===== src/rtl/matmul_stream_ctrl.sv =====
// Streaming front/back end for the 4x4 matmul core: serial A/B in, start/valid handshake, serial C out.
// Optional WAIT watchdog with sticky err is compiled in when MM_TIMEOUT_EN is defined.
module matmul_stream_ctrl #(
  parameter int BIT_PREC       = 8,
  parameter int N              = 4,
  parameter int TIMEOUT_CYCLES = 255
) (
  input  logic                                     clk,
  input  logic                                     rst,
  input  logic                                     in_valid,
  output logic                                     in_ready,
  input  logic signed [BIT_PREC-1:0]               in_data,
  output logic                                     mm_start,
  output logic [N-1:0][N-1:0][BIT_PREC-1:0]        mm_A,
  output logic [N-1:0][N-1:0][BIT_PREC-1:0]        mm_B,
  input  logic [N-1:0][N-1:0][2*BIT_PREC:0]        mm_C,
  input  logic                                     mm_valid,
  output logic                                     out_valid,
  input  logic                                     out_ready,
  output logic signed [2*BIT_PREC:0]               out_data,
  output logic                                     out_last,
  output logic                                     busy,
  output logic                                     err
);

  localparam int              CW      = 2*BIT_PREC + 1;
  localparam int              RC_W    = (N > 1) ? $clog2(N) : 1;
  localparam logic [RC_W-1:0] RC_LAST = RC_W'(N - 1);

  typedef enum logic [2:0] {LOAD, START, WAIT, CAPT, DRAIN} state_e;

  state_e                      state_q, state_d;
  logic                        ld_mat;            // 0: filling A, 1: filling B
  logic [RC_W-1:0]             ld_row, ld_col;
  logic [RC_W-1:0]             dr_row, dr_col;
  logic [N-1:0][N-1:0][CW-1:0] c_buf;
  logic                        in_last, out_end, timeout;

  assign in_last = ld_mat && (ld_row == RC_LAST) && (ld_col == RC_LAST);
  assign out_end = (dr_row == RC_LAST) && (dr_col == RC_LAST);

  // NOTE: sequential state uses <= so every register sees pre-edge values regardless of block order.
  always_ff @(posedge clk or posedge rst) begin
    if (rst) state_q <= LOAD;
    else     state_q <= state_d;
  end

  // NOTE: every output of this block gets a default first, so no path can infer a latch.
  always_comb begin
    state_d   = state_q;
    in_ready  = 1'b0;
    mm_start  = 1'b0;
    out_valid = 1'b0;
    out_last  = 1'b0;
    busy      = 1'b1;
    unique case (state_q)
      LOAD: begin
        in_ready = 1'b1;
        busy     = 1'b0;
        if (in_valid && in_last) state_d = START;
      end
      START: begin
        mm_start = 1'b1;
        state_d  = WAIT;
      end
      WAIT: begin
        if (mm_valid)     state_d = CAPT;
        else if (timeout) state_d = LOAD;
      end
      CAPT: state_d = DRAIN;
      DRAIN: begin
        out_valid = 1'b1;
        out_last  = out_end;
        if (out_ready && out_end) state_d = LOAD;
      end
      default: state_d = LOAD;
    endcase
  end

  // Row-major loader: column wraps into row, row wraps into the A->B switch.
  always_ff @(posedge clk or posedge rst) begin
    if (rst) begin
      ld_mat <= 1'b0;
      ld_row <= '0;
      ld_col <= '0;
      mm_A   <= '0;
      mm_B   <= '0;
    end else if (state_q == LOAD && in_valid) begin
      if (ld_mat) mm_B[ld_row][ld_col] <= in_data;
      else        mm_A[ld_row][ld_col] <= in_data;
      if (ld_col == RC_LAST) begin
        ld_col <= '0;
        if (ld_row == RC_LAST) begin
          ld_row <= '0;
          ld_mat <= ~ld_mat;
        end else begin
          ld_row <= ld_row + 1'b1;
        end
      end else begin
        ld_col <= ld_col + 1'b1;
      end
    end
  end

  // NOTE: the C buffer is reset as well, so out_data reads 0 out of reset rather than X.
  always_ff @(posedge clk or posedge rst) begin
    if (rst) begin
      c_buf  <= '0;
      dr_row <= '0;
      dr_col <= '0;
    end else begin
      // The core presents C only after its valid cycle, hence capture in CAPT.
      if (state_q == CAPT) c_buf <= mm_C;
      if (state_q == DRAIN && out_ready) begin
        if (dr_col == RC_LAST) begin
          dr_col <= '0;
          dr_row <= (dr_row == RC_LAST) ? '0 : dr_row + 1'b1;
        end else begin
          dr_col <= dr_col + 1'b1;
        end
      end
    end
  end

  assign out_data = c_buf[dr_row][dr_col];

`ifdef MM_TIMEOUT_EN
  localparam logic [15:0] TIMEOUT_LAST = 16'(TIMEOUT_CYCLES - 1);
  logic [15:0] wait_cnt;

  assign timeout = (state_q == WAIT) && !mm_valid && (wait_cnt == TIMEOUT_LAST);

  always_ff @(posedge clk or posedge rst) begin
    if (rst) begin
      wait_cnt <= '0;
      err      <= 1'b0;
    end else begin
      wait_cnt <= (state_q == WAIT) ? wait_cnt + 16'd1 : 16'd0;
      if (timeout) err <= 1'b1;
    end
  end
`else
  assign timeout = 1'b0;
  assign err     = 1'b0;
`endif

endmodule


===== config.mk =====
export PLATFORM = sky130hd
export DESIGN_NAME = matmul_stream_ctrl
export DESIGN_NICKNAME = d
export VERILOG_FILES = /design/src/rtl/matmul_stream_ctrl.sv
export SDC_FILE = /design/constraint.sdc
export NUM_CORES = 1
export LEC_CHECK = 0
export ABC_CLOCK_PERIOD_IN_PS = 46000
export BUFFER_PORTS_ARGS = -buffer_cell sky130_fd_sc_hd__buf_4
export CORE_UTILIZATION = 39
export DETAILED_ROUTE_END_ITERATION = 10
export GPL_TIMING_DRIVEN = 1
export SLEW_MARGIN = 20
export SYNTH_ARGS = -nofsm -noshare
export SYNTH_HDL_FRONTEND = slang
export SYNTH_SLANG_ARGS = --single-unit

===== constraint.sdc =====
create_clock -name clk -period 46 [get_ports clk]
set_input_delay 9.2 -clock clk [delete_from_list [all_inputs] [get_ports clk]]
set_output_delay 9.2 -clock clk [all_outputs]
set_load 0.02 [all_outputs]

==> results.md, run 1 <==
* Status: complete, no violations
* Clock sinks at 540
* Drt total wl at a little under 70 mm
* Synth Register Bits at 540
* Unique masters post-synth at 32
* Initial Util at approximately two fifths
* # H-tree levels at 2
* Core ar. at 57700 um2
* Final hold violations at 0
* CTS Buf Count at between 50 and 60
* PD cells at 50.4 nW/um2
* Setup Skew at ~0.028 ns
* Worst VDD drop at 46.9 uV
* Setup Total Neg Slack at 0 ns
* Via count at about 14000
* Synth area leaders: dfrtp_1, mux2_2, mux4_2, nand4b_4, a22oi_1
* DR pass1 iterations at 6
* Non-Filler Instances at approximately 2700
* Initial drt markers at 620
* Die Height at 243 um
* CTS tree: built
* Clock Power Share at between 30 and 40%
* Leak Pwr at 0.0146 uW
* FF+latch area at 13500 um2
* # fillers at 4976
* Max FO, Critical Path at between 40 and 50
* FP Rows at 88
* Tot GR Track Use at 23.2%
* Sw Share at roughly a third
* Setup Crit Path Kind: reg -> out
* Worst path arrival time at 3.75 ns
* Cells after Synth at around 1400
* Antenna-violating nets left at 0
* Layout area overhead at 30.2%
* Dpl cells at about 2600
* GRT Residual Overflow at 0
* Worst Hold Launch: c_buf[103]
* Period utilisation layout at about 28%
* Main combinational cell family by area after synthesis: multiplexers
* Cell internal pwr at ~1000 uW
* Post-DP HPWL at roughly 50 mm
* Synth top area share at approximately three fifths
* Synth Area in Adders at less than 1%
* Vias per inst at roughly 5.1
* RSZ-0062 raised after global routing: no
* Crit path from: dr_row[1]
* Share of cells above drive strength 1 at 67.0%
* I/O Buffers at 562
* Clk_lat worst skew at ~0.62 ns
* Slew Limit Fails at 0
* CP Launch Type: flip-flop
* Antenna violations before repair at 21
* P_sw at ~480 uW
* Worst slew pin tran at 1.09 ns
* Cts repair resizes at 0
* Number of max-cap violations at 0
* Clk buf depth at 3
* Top cell type by total area after synthesis: dfrtp_1
* WL per Instance at 25.3 um
* YS warnings at 0
* Largest net degree at the start of global routing at 192
* Root Buffer: clkbuf_16
* Setup Viol. Count Final at 0
* Post-synthesis compound-gate area fraction at under 10%
* Post CTS Setup Buffer Count at 0
* Die Area at ~59000 um2
* Syn nets at 1668
* RePlAce Congestion at approximately 0.83
* Synth Area in XOR/XNOR at less than 1%
* Worst Hold Class: reg -> reg
* Proportion of synthesized area in mux cells at 33.2%
* # IOs at approximately 560
* Avg Synthesized Cell Area at between 15 and 20 um2
* Nets at roughly 2200
* DRC viols at 0
* Cell area after synthesis at around 23000 um2
* Combinational power share at between 20% and 30%
* Final Critical Period at about 13 ns
* Multi-input gate area at 8720 um2
* First-pass GRT wire length at 101 mm
* Sequential share of the synthesized area at between 50 and 60%
* Number of global-route vias before repair at 14600
* Clk pin slew, worst setup/hold paths at approximately 0.060 ns
* Worst Path Required at 36.80 ns
* Simple-gate share of the synthesized area at 3.30%
* Hold buffers post-CTS at 0
* Achievable Freq at ~77 MHz
* Endpoint class of the critical path: output port
* RR Startpoint: state_q[1]
* Die X at 243 um
* Register share of total power at 38.2%
* Max_slew headroom at between 20 and 30%
-- cell usage after synthesis --
cell and number:
a22oi_1 34, and2_1 1, and2b_1 1, and3_1 2, buf_1 3, buf_2 46, buf_4 10, buf_6 3
buf_8 1, clkbuf_1 33, conb_1 1, dfrtp_1 540, ha_1 10, inv_1 6, mux2_2 534, mux4_2 68
nand2_1 24, nand3_1 3, nand3_2 3, nand3b_1 1, nand4_1 1, nand4_2 16, nand4b_2 1, nand4b_4 11
nor2_1 6, nor2b_1 3, nor3_1 2, nor3b_1 3, nor4b_4 1, o21a_1 1, o21ai_0 2, xnor2_1 2
-- flip-flops by register name, indices dropped and copies added, names as in the netlist --
| signal | cells |
|---|---|
| mm_B | 128 |
| c_buf | 272 |
| dr_col | 2 |
| dr_row | 2 |
| state_q | 3 |
| mm_A | 128 |
| ld_row | 2 |
| ld_col | 2 |
| ld_mat | 1 |
-- kinds of logic (layout without fill, tap and decap cells) --
group / count (synthesis) / count (layout)
multiplexers: 602 / 602
AND/OR/NAND/NOR: 79 / 79
other: 1 / 10
XOR/XNOR: 2 / 2
AO/OA/AOI/OAI: 37 / 37
adder cells (fa/ha/maj): 10 / 10
buffers and inverters: 102 / 691
flip-flops: 540 / 540
-- metal layers --
layer / up-vias / track usage (%) / part of all wire, %
met1: 7409 / 28.1 / 39
met4: 24 / 6.55 / 2.4
met5: - / 0 / 0.23
li1: 6146 / - / -
met2: 354 / 39.9 / 51
met3: 106 / 6.94 / 7.0
-- placed cells by master (no fill, tap or decap), types with 2 or more instances in the layout --
master        n
a22oi_1      34
and3_1        2
buf_4       575
bufinv_16     7
clkbuf_1     10
clkbuf_16    58
clkbuf_8     13
clkinv_2     14
clkinvlp_4    4
dfrtp_1     538
dfrtp_4       2
diode_2       9
ha_1         10
inv_1         5
mux2_2      534
mux4_2       68
nand2_1      24
nand3_1       3
nand3_2       3
nand4_2      16
nand4b_4     11
nor2_1        6
nor2b_2       2
nor3_1        2
nor3b_1       2
o21ai_0       2
xnor2_1       2
-- final timing paths --
| path | to | slack (ns) | depth (start not counted) |
|---|---|---|---|
| setup / recovery | out_data[7] | 33.05 | 5 |
| hold / removal | c_buf[103] | 0.50 | 1 |
| setup reg to reg | c_buf[107] | 43.44 | 3 |
| hold reg to reg | c_buf[103] | 0.50 | 1 |
| max in group asynchronous | mm_A[105] | 34.08 | 5 |
| min in group asynchronous | c_buf[145] | 8.79 | 2 |
-- power by group through the flow --
stage	Clock (uW)	Combinational [uW]	Sequential, uW
detailed placement	0	440	580
global route	519	459	578
finish	488	435	570
global placement	0	435	577
CTS	499	442	571
floorplan	0	230	599
-- through the flow --
step | util, % | cell area (um2) | setup slack [ns] | hold slack, ns | power [uW]
floorplan | - | 22700 | 21.71 | 0.474 | 829
global placement | 47.8 | 27600 | 33.29 | 0.482 | 1010
detailed placement | 47.8 | 27600 | 33.21 | 0.489 | 1020
CTS | 51.3 | 29600 | 32.94 | 0.502 | 1510
global route | 51.3 | 29600 | 32.85 | 0.509 | 1560
finish | 51.3 | 29600 | 33.05 | 0.501 | 1490
-- cell type report --
type	count	share of cell area, %
antenna	9	0.0760
clock buffer	81	5.63
clock inverter	27	1.17
inverter	6	0.101
multi-input combinational	731	29.5
sequential	540	45.7
tap	765	3.23
timing repair buffer	577	14.7
-- worst max-delay path: stages (launching register included) --
cell,delay (ns)
dfrtp_4,0.75
buf_4,0.80
mux4_2,0.61
a22oi_1,0.53
nand2_1,0.20
buf_4,0.21
Power figures use the tool's default switching activity.
==> run 2, diff against run 1 <==
Settings changed: ABC_CLOCK_PERIOD_IN_PS 46000 to 11270.
Clock period 46 ns to 11.27 ns, I/O delays scaled along.
==> results.md, run 2 (same netlist as run 1, synthesis figures left out) <==
* Antenna-violating nets left at 0 (unchanged)
* Max FO, Critical Path at 40 (-9.1%)
* RR Startpoint: state_q[2]
* Worst Hold Launch: c_buf[74]
* WL per Instance at 25.8 um (+2.0%)
* Max stage delay cell, worst path: dfrtp_4
* Achievable Freq at about 170 MHz
* Die X at 243 um (unchanged)
* CP Launch Type: flip-flop
* Worst VDD drop at 149 uV (+220%)
* Layout area overhead at 29.8%
* Vias per inst at 5.16 (+0.61%)
* Via count at 14200 (+0.83%)
* GRT Residual Overflow at 0 (unchanged)
* Drt total wl at 70.6 mm (+2.2%)
* Worst path arrival time at 3.65 ns (-0.10 ns)
* Antenna violations before repair at 34 (+62%)
* Number of max-cap violations at 0 (unchanged)
* Number of global-route vias before repair at 15000 (+2.8%)
* Crit-path max cell delay at 0.82 ns (+0.02 ns)
* Crit Reg-Reg Endpoint: c_buf[21]
* Cell Chain, Critical Path: buf_4 > mux4_2 > a22oi_1 > nand2_1 > buf_4
* Max FFs per register at 272 (unchanged)
* First-pass GRT wire length at 103 mm (+2.0%)
* RSZ-0062 raised after global routing: no
* Nets at 2208 (-0.045%)
* # H-tree levels at 2 (unchanged)
* Met1 Wirelength at 27.7 mm (+3.0%)
* Multi-input gate area at 8720 um2 (unchanged)
* Status: complete, no violations
* Crit path from: dr_row[1]
* Post-DP HPWL at 51.6 mm (+2.0%)
* Post CTS Setup Buffer Count at 0 (unchanged)
* Initial drt markers at 583 (-6.0%)
* Worst slew pin tran at 1.04 ns (-0.0492 ns)
* Routed wire length on met2 at 35.3 mm (-0.82%)
* Worst Path Required at 9.02 ns (-27.78 ns)
* CTS Buf Count at 58 (unchanged)
* Post-Place Cell Area at 27600 um2 (about the same)
* Die Area at 59300 um2 (unchanged)
* Setup Crit Path Kind: reg -> out
* Period utilisation layout at around 52%
* Fin area at 29500 um2 (-0.38%)
* Setup Viol. Count Final at 0 (unchanged)
* Root Buffer: clkbuf_16
* Hold buffers post-CTS at 0 (unchanged)
* R2r setup slk at 8.60 ns (-34.84 ns)
* Clk pin slew, worst setup/hold paths at 0.06 ns (about the same)
* Share of cells above drive strength 1 at 66.2% (-0.78 points)
* Initial Util at 39.4% (unchanged)
* Setup Total Neg Slack at 0 ns (unchanged)
* CTS tree: built
* FP Rows at 88 (unchanged)
* Worst Hold Class: reg -> reg
* Highest Signal Layer: met5
* Hold depth at 1 (unchanged)
* Slew Limit Fails at 0 (unchanged)
* Die Height at 243 um (unchanged)
* Most common cell on crit path: buf_4
* Final hold violations at 0 (unchanged)
* # IOs at 564 (unchanged)
* Most common cell after layout, fill and taps aside: buf_4
* PD cells at 203 nW/um2 (+300%)
* Largest reg by FF count: c_buf
* DRC viols at 0 (unchanged)
* Endpoint class of the critical path: output port
* RePlAce Congestion at 0.810 (-2.6%)
* Hold Crit Endpoint: c_buf[74]
* DR pass1 iterations at 6 (unchanged)
* Clk_lat worst skew at 0.63 ns (about the same)
* Leak Pwr at 0.0145 uW (-0.64%)
* I/O Buffers at 562 (unchanged)
* Core ar. at 57700 um2 (unchanged)
* Clock sinks at 540 (unchanged)
* FF+latch area at 13500 um2 (unchanged)
* Cts repair resizes at 0 (unchanged)
* Largest net degree at the start of global routing at 171 (-11%)
* Largest regs: c_buf (272), mm_A (128), mm_B (128)
* Tot GR Track Use at 23.7% (+0.54 points)
* Most frequent cells in the layout: buf_4, dfrtp_1, mux2_2
* Metal3 WL at 4.44 mm (-7.8%)
* Max_slew headroom at 30.3% (+3.0 points)
* # fillers at 4940 (-0.72%)
* Setup Skew at 0.0264 ns (-0.00208 ns)
* Final Critical Period at slightly below 6 ns
* Cell depth of the worst flop-to-flop path at 4 (+1)
* Clk buf depth at 3 (unchanged)
==> run 2: cell types whose count changed in the layout (fill, tap and decap cells not counted), sizes merged <==
cell,delta
clkinvlp,-2
buf,-1
clkinv,-11
diode,+13
clkbuf,+11
bufinv,-4
==> run 2: routing by layer <==
metal | global-route usage, % | vias to the layer above
met2 | 39.2 | 405
li1 | - | 6156
met3 | 6.69 | 147
met1 | 28.4 | 7424
met5 | 0 | -
met4 | 11.8 | 24
==> run 2: stage by stage <==
step / worst slack [ns] / hold WS (ns) / util (%) / total power, uW / std cells
after global routing: 5.05 / 0.509 / 51.1 / 6240 / 2740
after floorplan: 1.67 / 0.474 / - / 3390 / 1373
after detailed placement: 5.92 / 0.488 / 47.8 / 4150 / 2618
final: 5.36 / 0.500 / 51.1 / 5980 / 2742
after global placement: 5.93 / 0.483 / 47.8 / 4120 / 2618
after CTS: 5.22 / 0.501 / 51.0 / 6050 / 2720
==> run 2: where the power goes <==
group	switching [uW]	internal, uW
sequential	186	2150
clock	782	1090
combinational	965	806
==> run 2: cell type report <==
class,count,area share [%]
clock inverters,10,0.581
repair buffers,576,14.8
diodes,22,0.187
clock buffers,92,5.72
inverters,6,0.0891
multi-input cells,731,29.6
flip-flops and latches,540,45.8
well taps,765,3.24
==> run 2: worst max path at each step <==
stage                     depth (start not counted)  slack (ns)           to
after floorplan                                   1        1.67     c_buf[0]
after global placement                            5        5.93  out_data[8]
after detailed placement                          5        5.92  out_data[8]
after CTS                                         5        5.22  out_data[8]
after global routing                              5        5.05  out_data[8]
final                                             5        5.36  out_data[8]
==> run 2: critical path: cells and delay by family (launching register included) <==
kind	cells	cell delay (ns)
buffers and inverters	2	0.91
DFF	1	0.82
muxes	1	0.66
AOI/OAI and AO/OA	1	0.46
and+or+nand+nor	1	0.13
